### src/rtl/hex_display_pkg.sv
// Shared definitions for the seven-segment display driver.
//   state_e      : converter FSM states
//   SEG_BLANK    : all segments off (active-high form)
//   SEG_DASH     : middle bar only (active-high form)
//   DASH_CODE    : 5-bit display code for the dash glyph; bit 4 set marks it
//                  as distinct from the sixteen hex nibbles
//   seg_encode   : display code -> active-high segments, bit order g..a
//   max_decimal  : 10^digits - 1, used for the overflow threshold
package hex_display_pkg;

    typedef enum logic [1:0] {
        ST_IDLE    = 2'd0,
        ST_CONVERT = 2'd1,
        ST_DONE    = 2'd2
    } state_e;

    localparam logic [6:0] SEG_BLANK = 7'h00;
    localparam logic [6:0] SEG_DASH  = 7'h40;
    localparam logic [4:0] DASH_CODE = 5'h10;

    function automatic logic [6:0] seg_encode(input logic [4:0] code);
        logic [6:0] seg;
        if (code[4]) begin
            seg = SEG_DASH;
        end else begin
            case (code[3:0])
                4'h0: seg = 7'h3F;
                4'h1: seg = 7'h06;
                4'h2: seg = 7'h5B;
                4'h3: seg = 7'h4F;
                4'h4: seg = 7'h66;
                4'h5: seg = 7'h6D;
                4'h6: seg = 7'h7D;
                4'h7: seg = 7'h07;
                4'h8: seg = 7'h7F;
                4'h9: seg = 7'h6F;
                4'hA: seg = 7'h77;
                4'hB: seg = 7'h7C;
                4'hC: seg = 7'h39;
                4'hD: seg = 7'h5E;
                4'hE: seg = 7'h79;
                default: seg = 7'h71;
            endcase
        end
        return seg;
    endfunction

    function automatic logic [31:0] max_decimal(input int digits);
        logic [31:0] r;
        r = 32'd1;
        for (int i = 0; i < digits; i++) r = r * 32'd10;
        return r - 32'd1;
    endfunction

endpackage

### src/rtl/hex_display_driver_seg7.sv
// Combinational single-digit segment encoder.
//   code_i  : 5-bit display code (hex nibble or DASH_CODE)
//   blank_i : force all segments off
//   seg_o   : segments g..a, polarity applied by ACTIVE_LOW
module seg7_encoder
    import hex_display_pkg::*;
#(
    parameter int ACTIVE_LOW = 1
) (
    input  logic [4:0] code_i,
    input  logic       blank_i,
    output logic [6:0] seg_o
);

    logic [6:0] seg_pos;

    assign seg_pos = blank_i ? SEG_BLANK : seg_encode(code_i);
    assign seg_o   = (ACTIVE_LOW != 0) ? ~seg_pos : seg_pos;

endmodule

### src/rtl/hex_display_driver.sv
// Seven-segment driver for DIGITS displays, hex or decimal (double dabble).
//   clock/reset        : rising-edge clock, synchronous active-high reset
//   in_valid/in_ready  : load handshake
//   in_data            : value (nibbles in hex mode, binary in decimal mode)
//   in_decimal         : decimal mode select
//   blank_lz           : leading-zero blanking enable
//   blink_mask         : per-digit blink enable
//   hex_out            : segments, digit k at [7k+6:7k]
//   overflow           : decimal value did not fit in DIGITS digits
module hex_display_driver
    import hex_display_pkg::*;
#(
    parameter int DIGITS     = 4,
    parameter int BLINK_DIV  = 25_000_000,
    parameter int ACTIVE_LOW = 1
) (
    input  logic                  clock,
    input  logic                  reset,
    input  logic                  in_valid,
    output logic                  in_ready,
    input  logic [4*DIGITS-1:0]   in_data,
    input  logic                  in_decimal,
    input  logic                  blank_lz,
    input  logic [DIGITS-1:0]     blink_mask,
    output logic [7*DIGITS-1:0]   hex_out,
    output logic                  overflow
);

    localparam int DW = 4 * DIGITS;
    localparam int IW = $clog2(DW + 1);
    localparam int PW = $clog2(BLINK_DIV);
    localparam logic [DW-1:0] MAX_DEC = DW'(max_decimal(DIGITS));

    state_e                 state_q;
    logic [DIGITS-1:0][4:0] disp_q;
    logic                   ovf_q;
    logic                   blz_q;
    logic [DIGITS-1:0]      mask_q;
    // Qualifiers of an in-flight conversion; applied only when the result
    // lands so the old display is untouched while converting.
    logic                   pend_blz_q;
    logic [DIGITS-1:0]      pend_mask_q;
    logic [DW-1:0]          bin_q, bin_d;
    logic [DW-1:0]          bcd_q, bcd_d;
    logic [IW-1:0]          iter_q;
    logic [PW-1:0]          presc_q;
    logic                   phase_q;

    assign in_ready = (state_q == ST_IDLE);
    assign overflow = ovf_q;

    // One double-dabble step: add 3 to every BCD digit >= 5, then shift the
    // combined {bcd, bin} register left by one.
    logic [DW-1:0] bcd_adj;
    always_comb begin
        bcd_adj = bcd_q;
        for (int k = 0; k < DIGITS; k++) begin
            if (bcd_q[4*k +: 4] >= 4'd5) bcd_adj[4*k +: 4] = bcd_q[4*k +: 4] + 4'd3;
        end
        bcd_d = {bcd_adj[DW-2:0], bin_q[DW-1]};
        bin_d = {bin_q[DW-2:0], 1'b0};
    end

    always_ff @(posedge clock) begin
        if (reset) begin
            state_q     <= ST_IDLE;
            disp_q      <= '0;
            ovf_q       <= 1'b0;
            blz_q       <= 1'b0;
            mask_q      <= '0;
            pend_blz_q  <= 1'b0;
            pend_mask_q <= '0;
            bin_q       <= '0;
            bcd_q       <= '0;
            iter_q      <= '0;
        end else begin
            case (state_q)
                ST_IDLE: begin
                    if (in_valid) begin
                        if (!in_decimal) begin
                            for (int k = 0; k < DIGITS; k++) disp_q[k] <= {1'b0, in_data[4*k +: 4]};
                            ovf_q  <= 1'b0;
                            blz_q  <= blank_lz;
                            mask_q <= blink_mask;
                        end else if (in_data > MAX_DEC) begin
                            for (int k = 0; k < DIGITS; k++) disp_q[k] <= DASH_CODE;
                            ovf_q  <= 1'b1;
                            blz_q  <= blank_lz;
                            mask_q <= blink_mask;
                        end else begin
                            bcd_q       <= '0;
                            bin_q       <= in_data;
                            iter_q      <= '0;
                            pend_blz_q  <= blank_lz;
                            pend_mask_q <= blink_mask;
                            state_q     <= ST_CONVERT;
                        end
                    end
                end
                ST_CONVERT: begin
                    bcd_q  <= bcd_d;
                    bin_q  <= bin_d;
                    iter_q <= iter_q + 1'b1;
                    if (iter_q == IW'(DW - 1)) state_q <= ST_DONE;
                end
                ST_DONE: begin
                    for (int k = 0; k < DIGITS; k++) disp_q[k] <= {1'b0, bcd_q[4*k +: 4]};
                    ovf_q   <= 1'b0;
                    blz_q   <= pend_blz_q;
                    mask_q  <= pend_mask_q;
                    state_q <= ST_IDLE;
                end
                default: state_q <= ST_IDLE;
            endcase
        end
    end

    // Free-running blink prescaler; phase flips on each wrap.
    always_ff @(posedge clock) begin
        if (reset) begin
            presc_q <= '0;
            phase_q <= 1'b0;
        end else if (presc_q == PW'(BLINK_DIV - 1)) begin
            presc_q <= '0;
            phase_q <= ~phase_q;
        end else begin
            presc_q <= presc_q + 1'b1;
        end
    end

    // Blank zero digits from the top down until the first non-zero one.
    // Digit 0 is never considered; DASH_CODE is non-zero so it stops the run.
    logic [DIGITS-1:0] lz_blank;
    logic              lead;
    always_comb begin
        lz_blank = '0;
        lead     = blz_q;
        for (int k = DIGITS - 1; k >= 1; k--) begin
            if (lead && disp_q[k] == 5'h00) lz_blank[k] = 1'b1;
            else                            lead        = 1'b0;
        end
    end

    // Outputs depend only on registers, so hex_out is glitch-free of inputs.
    for (genvar k = 0; k < DIGITS; k++) begin : g_dig
        seg7_encoder #(.ACTIVE_LOW(ACTIVE_LOW)) u_enc (
            .code_i  (disp_q[k]),
            .blank_i (lz_blank[k] | (phase_q & mask_q[k])),
            .seg_o   (hex_out[7*k +: 7])
        );
    end

endmodule

### config.mk
export PLATFORM = sky130hd
export DESIGN_NAME = hex_display_driver
export DESIGN_NICKNAME = d
export VERILOG_FILES = /design/src/rtl/hex_display_pkg.sv /design/src/rtl/hex_display_driver_seg7.sv /design/src/rtl/hex_display_driver.sv
export SDC_FILE = /design/constraint.sdc
export NUM_CORES = 1
export LEC_CHECK = 0
export CORE_UTILIZATION = 52
export CTS_CLUSTER_SIZE = 20
export DETAILED_ROUTE_END_ITERATION = 16
export GPL_TIMING_DRIVEN = 0
export PLACE_DENSITY = 0.72
export SLEW_MARGIN = 20
export SYNTH_ARGS = -nofsm -noshare
export SYNTH_HDL_FRONTEND = slang
export SYNTH_HIERARCHICAL = 1
export SYNTH_SLANG_ARGS = --single-unit
### constraint.sdc
create_clock -name clock -period 2.3 [get_ports clock]
set_clock_uncertainty 0.05 [all_clocks]
set_input_delay 0.46 -clock clock [delete_from_list [all_inputs] [get_ports clock]]
set_output_delay 0.46 -clock clock [all_outputs]
set_load 0.05 [all_outputs]
# [Yosys cells after proc, flatten, opt, wreduce, memory -nomap -nowiden]
# Memory sizes are Yosys's and may differ from the RTL's. A register that Yosys moved wholly into a read port is not among the register bits.
# Cells that the tools add are included.
[totals] reg_bits=96 rom_bits=448 mem_count=4 word_cells=124 out_inout_bits=30 inputBits=25 mem_bits_rw=0 latch_bits=0
[op_classes] n_addsub=6 n_reduce_logical=14 shift=0 n_div=0 n_lt_le_gt_ge=5 muxes=58 n_mul=0 n_eq_ne=9 n_bitwise=13
[mem_list] name="(name not given)" depth=16 width=7 read_ports=1 rd_clocked_by_memory_dff=1 write_ports=0 line_no="hex_display_pkg.sv:26" rtl="case (code[3:0])"
[mem_list] name="(name not given)" depth=16 width=7 read_ports=1 rd_clocked_by_memory_dff=1 write_ports=0 line_no="hex_display_pkg.sv:26"
[mem_list] name="(name not given)" depth=16 width=7 read_ports=1 rd_clocked_by_memory_dff=1 write_ports=0 line_no="hex_display_pkg.sv:26"
[mem_list] name="(name not given)" depth=16 width=7 read_ports=1 rd_clocked_by_memory_dff=1 write_ports=0 line_no="hex_display_pkg.sv:26"
[ops] cell="16-bit two-way mux" count=6
[ops] cell="16-bit case mux with 2 select lines" count=2
[ops] cell="20-bit two-way mux" count=3
[ops] cell="4-bit two-way mux" count=14
[ops] cell="7-bit two-way mux" count=8
[ops] cell="20-bit case mux with 2 select lines" count=1
[ops] cell="7-bit inverter" count=4
[ops] cell="25-bit by 1-bit adder with 25-bit output (second input constant)" count=1
[ops] cell="25-bit == test (second input constant)" count=1
[ops] cell="4-bit by 3-bit >= comparator with 1-bit output (second input constant)" count=4
[ops] cell="16-bit by 14-bit greater-than comparator with 1-bit output (second input constant)" count=1
[ops] cell="5-bit logical NOT" count=3
[ops] cell="5-bit two-way mux" count=3
[ops] cell="4-bit by 2-bit adder with 4-bit output (second input constant)" count=3
[ops] cell="4-bit AND reduction" count=3
[ops] cell="1-bit two-way mux" count=11
[ops] cell="5-bit case mux with 2 select lines" count=1
[ops] cell="2-bit two-way mux" count=4
[ops] cell="4-bit case mux with 2 select lines" count=1
[ops] cell="2-bit != test (second input constant)" count=3
[ops] cell="5-bit by 1-bit adder with 5-bit output (second input constant)" count=1
[ops] cell="5-bit by 4-bit == test with 1-bit output (second input constant)" count=1
[ops] cell="1-bit bitwise AND" count=4
[ops] cell="1-bit case mux with 2 select lines" count=2
[ops] cell="14 further kinds" count=20

# [Longest topological paths before layout]
# Gate-level depths: netlist of run 1.
[logic_depth] word_depth=10 mapped_depth=8 ltp_nobuf=7

# [By module]
# The synthesis of run 1 kept the hierarchy.
[by_module_without_submodules] module="hex_display_driver" area_per_inst_um2=4269.1 seq_area_each_um2=1841.8 instances=1 cells_each=502
[by_module_without_submodules] module="seg7_encoder at g_dig[0].u_enc ..." area_per_inst_um2=299.0 seq_area_each_um2=0.0 instances=2 cells_each=38
[by_module_without_submodules] module="seg7_encoder at g_dig[1].u_enc ..." area_per_inst_um2=287.8 seq_area_each_um2=0.0 instances=2 cells_each=40

# [Worst setup path after synthesis of run 1]
# Ideal clock, no wire load.
[synth_path] path_type="register -> output" from="register, netlist name disp_q[4]" to="output hex_out[10]" stages_incl_launch_ff=6 required_ns=1.790 arrival_time_ns=2.559 setup_slack_ns=-0.769 path_buffers=0 path_cell_list="dfxtp_1 -> or4_1 -> o31ai_1 -> or2_4 -> a2111oi_0 -> a31oi_1"
[synth_rtl] item="end: declaration" line_no="hex_display_driver.sv:25" rtl="output logic [7*DIGITS-1:0] hex_out,"

==> qor.txt, run 1 <==
CP Depth - 8
VDD IR max - 0.497 mV
Critical Path RT - 1.79 ns
Synth warnings - 6
Final Max Slew Viols - 0
Mean Syn Cell Area - 8.27 um^2
Final hold violation count - 0
XOR/XNOR Fraction of Synth Area - 5.31%
Lkg Pwr - 2.61 nW
Antenna Cells - 0
Dpl cell area - 6250 um^2
Antenna violations before repair - 0
Worst-path clk slew - 0.09 ns
Final Cycle Share - 115%
Vias/cell - 5.81
Setup TNS - -3.10 ns
Area contributors post-synth - dfxtp_1, ha_1, nor2_1
RSZ-0062 raised after global routing - yes
Post-synth EDFFs - 0
Area leader, netlist - dfxtp_1
Yosys reg bits - 92
Commonest non-fill, non-tap cell in the layout - dfxtp_1
P&R area growth vs syn - 28.2%
Max Clk Rate - 379 MHz
Failing checks - setup timing
# IOs - 55
Cells after Synth - 658
Vias post-DR - 5,139
Synth cell types - 49
Relative slew slack - 56.4%
Buffers added on ports - 54
First-pass GRT wire length - 22,900 um
Worst Slack Setup Final - -0.340 ns
Worst setup startpoint - disp_q[4]
Global route total overflow - 0
Critical path class - flop to output port
Critical-path cell list - buf_6 > or4_4 > o31ai_4 > or2_4 > buf_4 > nor2_4 > o21ai_2 > buf_6
Longest Clk Path Bufs - 2
Worst-case reg-to-reg path depth - 8
CORE AREA - 9950 um^2
Most frequent cells in the layout - dfxtp_1, nor2_1, nor3_1
CTS Root Cell - clkbuf_8
CTS tree - built
Buffers and inverters on the worst path - 3
First-iteration detailed-routing DRC count - 316
R2r startpoint - presc_q[0]
# DRC - 0
Max cap viols - 0
Pwr Total - 3.70 mW
Mux share of post-synthesis cell area - 4.51%
Netlist Area Pre-Place - 5440 um^2
Post-synthesis async set-or-reset flop share - 0%
CP Data Arrival Time - 2.13 ns
H-tree levels - 3
Worst R2R Setup Slack - 0.29 ns
Core Rows - 36
Post-synthesis sequential area ratio - 33.8%
Post-route minimum period - 2.64 ns
Hold-fix buffers, CTS - 0
Synth Area in Adders - 8.97%
Syn Nets - 722
Non-Filler Instances - 885
Largest net degree at the start of global routing - 16
Drt total wl - 14,400 um
Gpl congestion - 0.857
Critical path's top delay family - simple AND/OR/NAND/NOR gates
Primary FF master, synth - dfxtp_1
Detailed Routing Iterations Pass 1 - 5
Worst hold-check path type - flop to flop
Clock Latency Late Sink - 0.36 ns
DP Cell Count - 845
CP max FO - 4
CTS Sinks - 92
Wire per inst - 16.3 um
Status - finished, violations left
Detail Placement HPWL - 10,400 um
Post-Layout Inst Area - 6980 um^2
Routed Antenna Nets - 0
Die area - 10,900 um^2
All-Layer GR Usage - 25.9%
CP most frequent cell - buf_6
R2r endpoint - presc_q[9]
# setup viols final - 21
Simple-gate share of the synthesized area - 26.6%
Finished Core Util - 70.1%
Setup crit end - hex_out[12]
Starting Density - 54.7%
Synth Area in Compound Gates - 14.6%
Die X - 104 um
Layout cells sized above 1 - 21.9%
Slowest-stage cell, CP - or4_4
Slowest stage delay, CP - 0.42 ns
Largest family of logic cells by synthesized area - simple AND/OR/NAND/NOR gates
Worst Max-Slew Pin Slew - 0.649 ns
Cts bufs inserted - 9
Cell area power density - 531 nW/um^2
Vias in the first global route - 4,610
Die height - 104 um
CP Capture Type - output port
Final #Nets - 811
Top-area cell type share of the netlist area - 33.8%
Worst setup SP type - flop
## logic make-up after synthesis
kind of cell    after synthesis
xor+xnor                     33
compound gates              118
mux                          22
flops                        92
simple gates                283
fa+ha+maj                    39
buf+inv                      71
## cell type report
cell class                 instances  area [um^2]
clock buffer                      10          128
sequential                        92         1880
buffer                            44          236
fill                             813         2980
timing repair buffer              79          776
inverter                          26          108
multi-input combinational        495         3630
clock inverter                     6         55.1
tap                              133          166
## worst register-to-register path: stages (launching register included)
cell and delay, ns:
dfxtp_1 0.41, ha_1 0.25, and4_1 0.24, nand2_1 0.08
nor3_1 0.26, or2_1 0.14, buf_2 0.16, buf_2 0.24
nor2_1 0.07
## state kept, by name, summed over array words and instances (netlist names)
signal       cells
blz_q            1
presc_q         25
bin_q           16
pend_blz_q       1
mask_q           4
pend_mask_q      4
iter_q           5
state_q          2
bcd_q           16
disp_q          17
phase_q          1
## what timing repair did
action,CTS,global route
buffers inserted,17,8
endpoints found under the setup margin,34,37
gates resized for setup,217,58
pin swaps,11,12
## metrics by stage
step                      worst slack (ns)  hold slack [ns]
after floorplan                     -0.116            0.382
after global placement              -0.766            0.386
after detailed placement            -0.861            0.403
after CTS                           -0.360            0.409
after global routing                -0.411            0.431
final                               -0.340            0.407
## worst min-delay path by stage
stage / cells after the start / endpoint / slack (ns) / startpoint
6_report: 2 / bin_q[15] / 0.41 / bin_q[14]
5_1_grt: 2 / bin_q[15] / 0.43 / bin_q[14]
4_1_cts: 2 / bin_q[15] / 0.41 / bin_q[14]
3_5_place_dp: 2 / bcd_q[0] / 0.40 / bin_q[15]
3_3_place_gp: 2 / bcd_q[0] / 0.39 / bin_q[15]
2_1_floorplan: 2 / bin_q[15] / 0.38 / bin_q[14]
## where the power goes
| part | total (mW) | internal [mW] | switching [mW] | leakage [nW] |
|---|---|---|---|---|
| clock network | 1.05 | 0.494 | 0.559 | 0.0996 |
| registers | 1.66 | 1.62 | 0.0348 | 0.753 |
| logic | 0.991 | 0.394 | 0.596 | 1.75 |
## layer usage
| layer | track usage, % | vias up | routed length, um |
|---|---|---|---|
| met3 | 4.01 | 18 | 769 |
| met4 | 6.73 | 0 | 216 |
| li1 | - | 2543 | - |
| met2 | 42.7 | 143 | 6890 |
| met5 | 0 | - | 0 |
| met1 | 35.0 | 2435 | 6570 |
## cell usage after synthesis (12+ instances only)
master    number
dfxtp_1       92
nor2_1        81
nor3_1        44
nand3_1       41
ha_1          39
nand2_1       36
a21oi_1       30
inv_1         24
mux2i_1       20
nor4_1        20
clkbuf_1      19
a211oi_1      17
xor2_1        17
a221oi_1      16
xnor2_1       16
buf_2         14
nand4_1       12
(Power assumes the default switching activity.)
==> inputs of run 2 (changes only) <==
--- a/config.mk
+++ b/config.mk
@@ -5,12 +5,12 @@
 export SDC_FILE = /design/constraint.sdc
 export NUM_CORES = 1
 export LEC_CHECK = 0
+export CORE_MARGIN = 3
 export CORE_UTILIZATION = 52
 export CTS_CLUSTER_SIZE = 20
 export DETAILED_ROUTE_END_ITERATION = 16
 export GPL_TIMING_DRIVEN = 0
 export PLACE_DENSITY = 0.72
-export SLEW_MARGIN = 20
 export SYNTH_ARGS = -nofsm -noshare
 export SYNTH_HDL_FRONTEND = slang
 export SYNTH_HIERARCHICAL = 1
==> qor.txt, run 2 (synthesized netlist as in run 1, its figures left out) <==
# setup viols final - 19
VDD IR max - 0.397 mV
P&R area growth vs syn - 26.9%
First-pass GRT wire length - 24,900 um
CTS Sinks - 92
# DRC - 0
CTS tree - built
Vias post-DR - 5,283
Relative slew slack - 56.5%
Cell area power density - 570 nW/um^2
Vias in the first global route - 5,057
Max cap viols - 0
Worst-path clk slew - 0.10 ns
Lkg Pwr - 2.59 nW
All-Layer GR Usage - 26.4%
First-iteration detailed-routing DRC count - 359
Global route total overflow - 0
Worst setup SP type - flop
Max Clk Rate - 381 MHz
Longest Clk Path Bufs - 2
Most frequent cells in the layout - dfxtp_1, nor2_1, nor3_1
Final Max Slew Viols - 0
CTS Root Cell - clkbuf_8
Layout fillers - 804
Layout cells sized above 1 - 20.8%
Post-route minimum period - 2.62 ns
Commonest non-fill, non-tap cell in the layout - dfxtp_1
Worst R2R Setup Slack - 0.34 ns
RSZ-0062 raised after global routing - yes
Status - finished, violations left
Biggest register - presc_q
Detail Placement HPWL - 10,600 um
Die area - 11,700 um^2
Clock Latency Late Sink - 0.37 ns
Worst Max-Slew Pin Slew - 0.647 ns
CORE AREA - 9950 um^2
CP Data Arrival Time - 2.11 ns
Antenna violations before repair - 0
Die height - 108 um
Failing checks - setup timing
Gpl congestion - 0.819
Starting Density - 54.7%
WHS - 0.398 ns
Dpl cell area - 6250 um^2
Biggest regs - presc_q (25), disp_q (17)
Register area - 1880 um^2
Routed Antenna Nets - 0
Vias/cell - 5.98
Max reg flops - 25
Core Rows - 36
H-tree levels - 3
Drt total wl - 15,100 um
Detailed Routing Iterations Pass 1 - 5
Final #Nets - 809
Antenna Cells - 0
Worst hold-check path type - flop to flop
CP max FO - 7
Largest net degree at the start of global routing - 16
Cts bufs inserted - 9
Worst Slack Setup Final - -0.323 ns
Final hold violation count - 0
Multi-input gate area - 3560 um^2
Post-Layout Inst Area - 6910 um^2
Die X - 108 um
Buffers added on ports - 54
Critical Path RT - 1.79 ns
Final Cycle Share - 114%
Wire per inst - 17.1 um
Critical path class - flop to output port
# IOs - 55
CP Capture Type - output port
## run 2: changes by cell type in the layout (fill, tap and decap cells not counted), sizes merged
| cell | change |
|---|---|
| clkdlybuf4s15 | -2 |
| inv | -1 |
| bufinv | +2 |
| clkbuf | -1 |
| clkdlybuf4s18 | -1 |
| clkinv | -3 |
| clkinvlp | +2 |
| buf | +2 |
## run 2: repair_timing
action	in CTS	in global routing
endpoints found under the setup margin	33	48
buffers inserted	19	3
pin swaps	16	5
hold endpoints to repair	0	0
hold buffers	0	0
resized for setup	231	22
## run 2: power by group
| group | switching [mW] | total [mW] | leakage (nW) | internal (mW) |
|---|---|---|---|---|
| clock | 0.573 | 1.32 | 0.122 | 0.751 |
| combinational | 0.583 | 0.953 | 1.71 | 0.370 |
| sequential | 0.0379 | 1.66 | 0.753 | 1.62 |
## run 2: worst max-delay path: stages, from the launching register on
cell	delay (ns)
dfxtp_2	0.37
or4_4	0.53
o31ai_4	0.27
or2_4	0.19
a2111oi_2	0.05
a31oi_2	0.17
buf_6	0.18
## run 2: layout make-up
cell class / instances / area share (%)
multi-input combinational: 495 / 51.5
sequential: 92 / 27.2
timing repair buffer: 76 / 10.2
buffer: 45 / 3.44
tap: 133 / 2.41
clock buffer: 10 / 1.99
inverter: 26 / 1.65
clock inverter: 6 / 1.61
## run 2: per-layer routing
metal / track usage (%) / wire, um / vias up
li1: - / - / 2545
met5: 0 / 0 / -
met2: 44.4 / 7250 / 160
met4: 8.93 / 311 / 0
met3: 3.82 / 705 / 29
met1: 34.7 / 6810 / 2549
## run 2: path summary, 6_finish.rpt
path	from	endpoint	depth (start not counted)
max	disp_q[5]	hex_out[10]	6
min	bin_q[15]	bcd_q[0]	2
max reg2reg	presc_q[0]	presc_q[16]	8
min reg2reg	bin_q[15]	bcd_q[0]	2
## run 2: per-stage QoR
| stage | TNS, ns | cells | utilization (%) | worst slack [ns] | total power [mW] |
|---|---|---|---|---|---|
| global route | -5.15 | 883 | 69.4 | -0.417 | 4.08 |
| finish | -3.15 | 883 | 69.4 | -0.323 | 3.94 |
| floorplan | -0.126 | 658 | - | -0.116 | 2.28 |
| CTS | -3.20 | 880 | 69.0 | -0.362 | 3.94 |
| global placement | -23.61 | 845 | 62.7 | -0.785 | 2.54 |
| detailed placement | -26.00 | 845 | 62.7 | -0.793 | 2.56 |
==> inputs of run 3 (changes only) <==
--- a/config.mk
+++ b/config.mk
@@ -7,6 +7,7 @@
 export LEC_CHECK = 0
 export CORE_MARGIN = 3
 export CORE_UTILIZATION = 52
+export CTS_BUF_LIST = sky130_fd_sc_hd__clkbuf_16
 export CTS_CLUSTER_SIZE = 20
 export DETAILED_ROUTE_END_ITERATION = 16
 export GPL_TIMING_DRIVEN = 0
==> constraint.sdc (replaced) <==
create_clock -name clock -period 2.3 [get_ports clock]
set_clock_uncertainty 0.05 [all_clocks]
set_input_delay 0.69 -clock clock [delete_from_list [all_inputs] [get_ports clock]]
set_output_delay 0.69 -clock clock [all_outputs]
set_load 0.05 [all_outputs]
==> qor.txt, run 3 (synthesized netlist as in run 1, its figures left out) <==
Status - finished, violations left
Failing checks - setup timing
Register area - 1880 um^2
R2r endpoint - presc_q[19]
Die X - 108 um
CP Data Arrival Time - 2.08 ns
VDD IR max - 0.342 mV
Dpl cell area - 6320 um^2
WHS - 0.413 ns
Post-Layout Inst Area - 7310 um^2
R2r startpoint - presc_q[0]
Max Clk Rate - 355 MHz
Antenna violations before repair - 0
Critical path class - flop to output port
# DRC - 0
CTS Sinks - 92
Finished Core Util - 73.4%
Critical Path RT - 1.56 ns
Commonest non-fill, non-tap cell in the layout - dfxtp_1
Sw Pwr - 1.23 mW
Buffers added on ports - 54
First-pass GRT wire length - 25,300 um
All-Layer GR Usage - 26.9%
CP Capture Type - output port
Most frequent cells in the layout - dfxtp_1, nor2_1, nor3_1
RSZ-0062 raised after global routing - yes
Lkg Pwr - 2.77 nW
Vias/cell - 5.95
Relative slew slack - 59.4%
Layout fillers - 724
Detail Placement HPWL - 10,700 um
Final Max Slew Viols - 0
P&R area growth vs syn - 34.3%
Clock power frac - 34.0%
CTS tree - built
Worst R2R Setup Slack - 0.25 ns
Cts bufs inserted - 9
Vias post-DR - 5,323
First-iteration detailed-routing DRC count - 408
Drt total wl - 15,600 um
Worst Max-Slew Pin Slew - 0.603 ns
H-tree levels - 3
CP max FO - 4
Hold-fix buffers, CTS - 0
CORE AREA - 9950 um^2
Biggest register - presc_q
Multi-input gate area - 3760 um^2
Starting Density - 54.7%
CTS Root Cell - clkbuf_16
Worst-case reg-to-reg path depth - 8
Final hold violation count - 0
Detailed Routing Iterations Pass 1 - 5
Int Pwr - 2.86 mW
Wire per inst - 17.4 um
Antenna Cells - 0
Switching Share - 30.1%
Comb power frac - 25.4%
Cell area power density - 560 nW/um^2
Gpl congestion - 0.874
Vias in the first global route - 5,122
Max cap viols - 0
Min-Delay Path Depth - 2
Worst hold-check path type - flop to flop
Final #Nets - 822
Worst-path clk slew - 0.06 ns
Worst setup SP type - flop
Core Rows - 36
Longest Clk Path Bufs - 2
# setup viols final - 23
Biggest regs - presc_q (25), disp_q (17)
Die height - 108 um
Routed Antenna Nets - 0
Sequential share of power - 40.7%
Largest net degree at the start of global routing - 14
WHS Endpoint - bin_q[14]
Final Cycle Share - 123%
Max reg flops - 25
Layout cells sized above 1 - 25.5%
Hold Startpoint - bin_q[13]
Global route total overflow - 0
Worst Slack Setup Final - -0.519 ns
# IOs - 55
Clock Latency Late Sink - 0.34 ns
Post-route minimum period - 2.82 ns
Die area - 11,700 um^2
## run 3: cell type report
class | instances | share of cell area (%)
timing repair buffer | 89 | 11.7
buffer | 45 | 3.53
clock inverter | 5 | 0.668
inverter | 26 | 1.64
clock buffer | 9 | 3.08
sequential | 92 | 25.7
multi-input combinational | 495 | 51.4
tap | 133 | 2.28
## run 3: timing repair
| action | in CTS | in global routing |
|---|---|---|
| pin swaps | 25 | 19 |
| gates cloned | 0 | 0 |
| endpoints found under the setup margin | 92 | 62 |
| resized for setup | 273 | 45 |
| buffers inserted | 26 | 10 |
## run 3: routing by layer
layer	up-vias	GRT usage (%)	routed length [um]
li1	2567	-	-
met1	2564	36.3	7060
met2	166	44.5	7440
met3	26	4.06	840
met4	0	8.21	251
met5	-	0	0
## run 3: through the flow
step / total power [mW] / worst slack (ns) / std cells / setup TNS, ns
floorplan: 2.29 / -0.343 / 658 / -1.03
global placement: 2.56 / -0.894 / 845 / -46.25
detailed placement: 2.57 / -0.909 / 845 / -47.77
CTS: 4.06 / -0.497 / 885 / -7.05
global route: 4.23 / -0.590 / 894 / -8.94
finish: 4.10 / -0.519 / 894 / -7.34
## run 3: power by group through the flow
stage	logic [mW]	clock network, mW	registers (mW)
detailed placement	0.864	0	1.71
floorplan	0.595	0	1.70
finish	1.04	1.39	1.67
global route	1.09	1.47	1.67
global placement	0.852	0	1.71
CTS	0.986	1.41	1.67
## run 3: how the worst max path moves through the flow
stage	from	slack [ns]	endpoint	cells past startpoint
global route	disp_q[18]	-0.59	hex_out[7]	7
floorplan	disp_q[4]	-0.34	hex_out[10]	5
detailed placement	disp_q[16]	-0.91	hex_out[10]	7
global placement	disp_q[15]	-0.89	hex_out[10]	7
CTS	disp_q[18]	-0.50	hex_out[10]	7
finish	disp_q[7]	-0.52	hex_out[7]	6
## run 3: critical path: stages, from the launching register on
cell and delay (ns):
dfxtp_1 0.33, or4_4 0.55, o31ai_4 0.26, or2_4 0.21, a2111oi_4 0.05, a31oi_4 0.16, buf_6 0.18
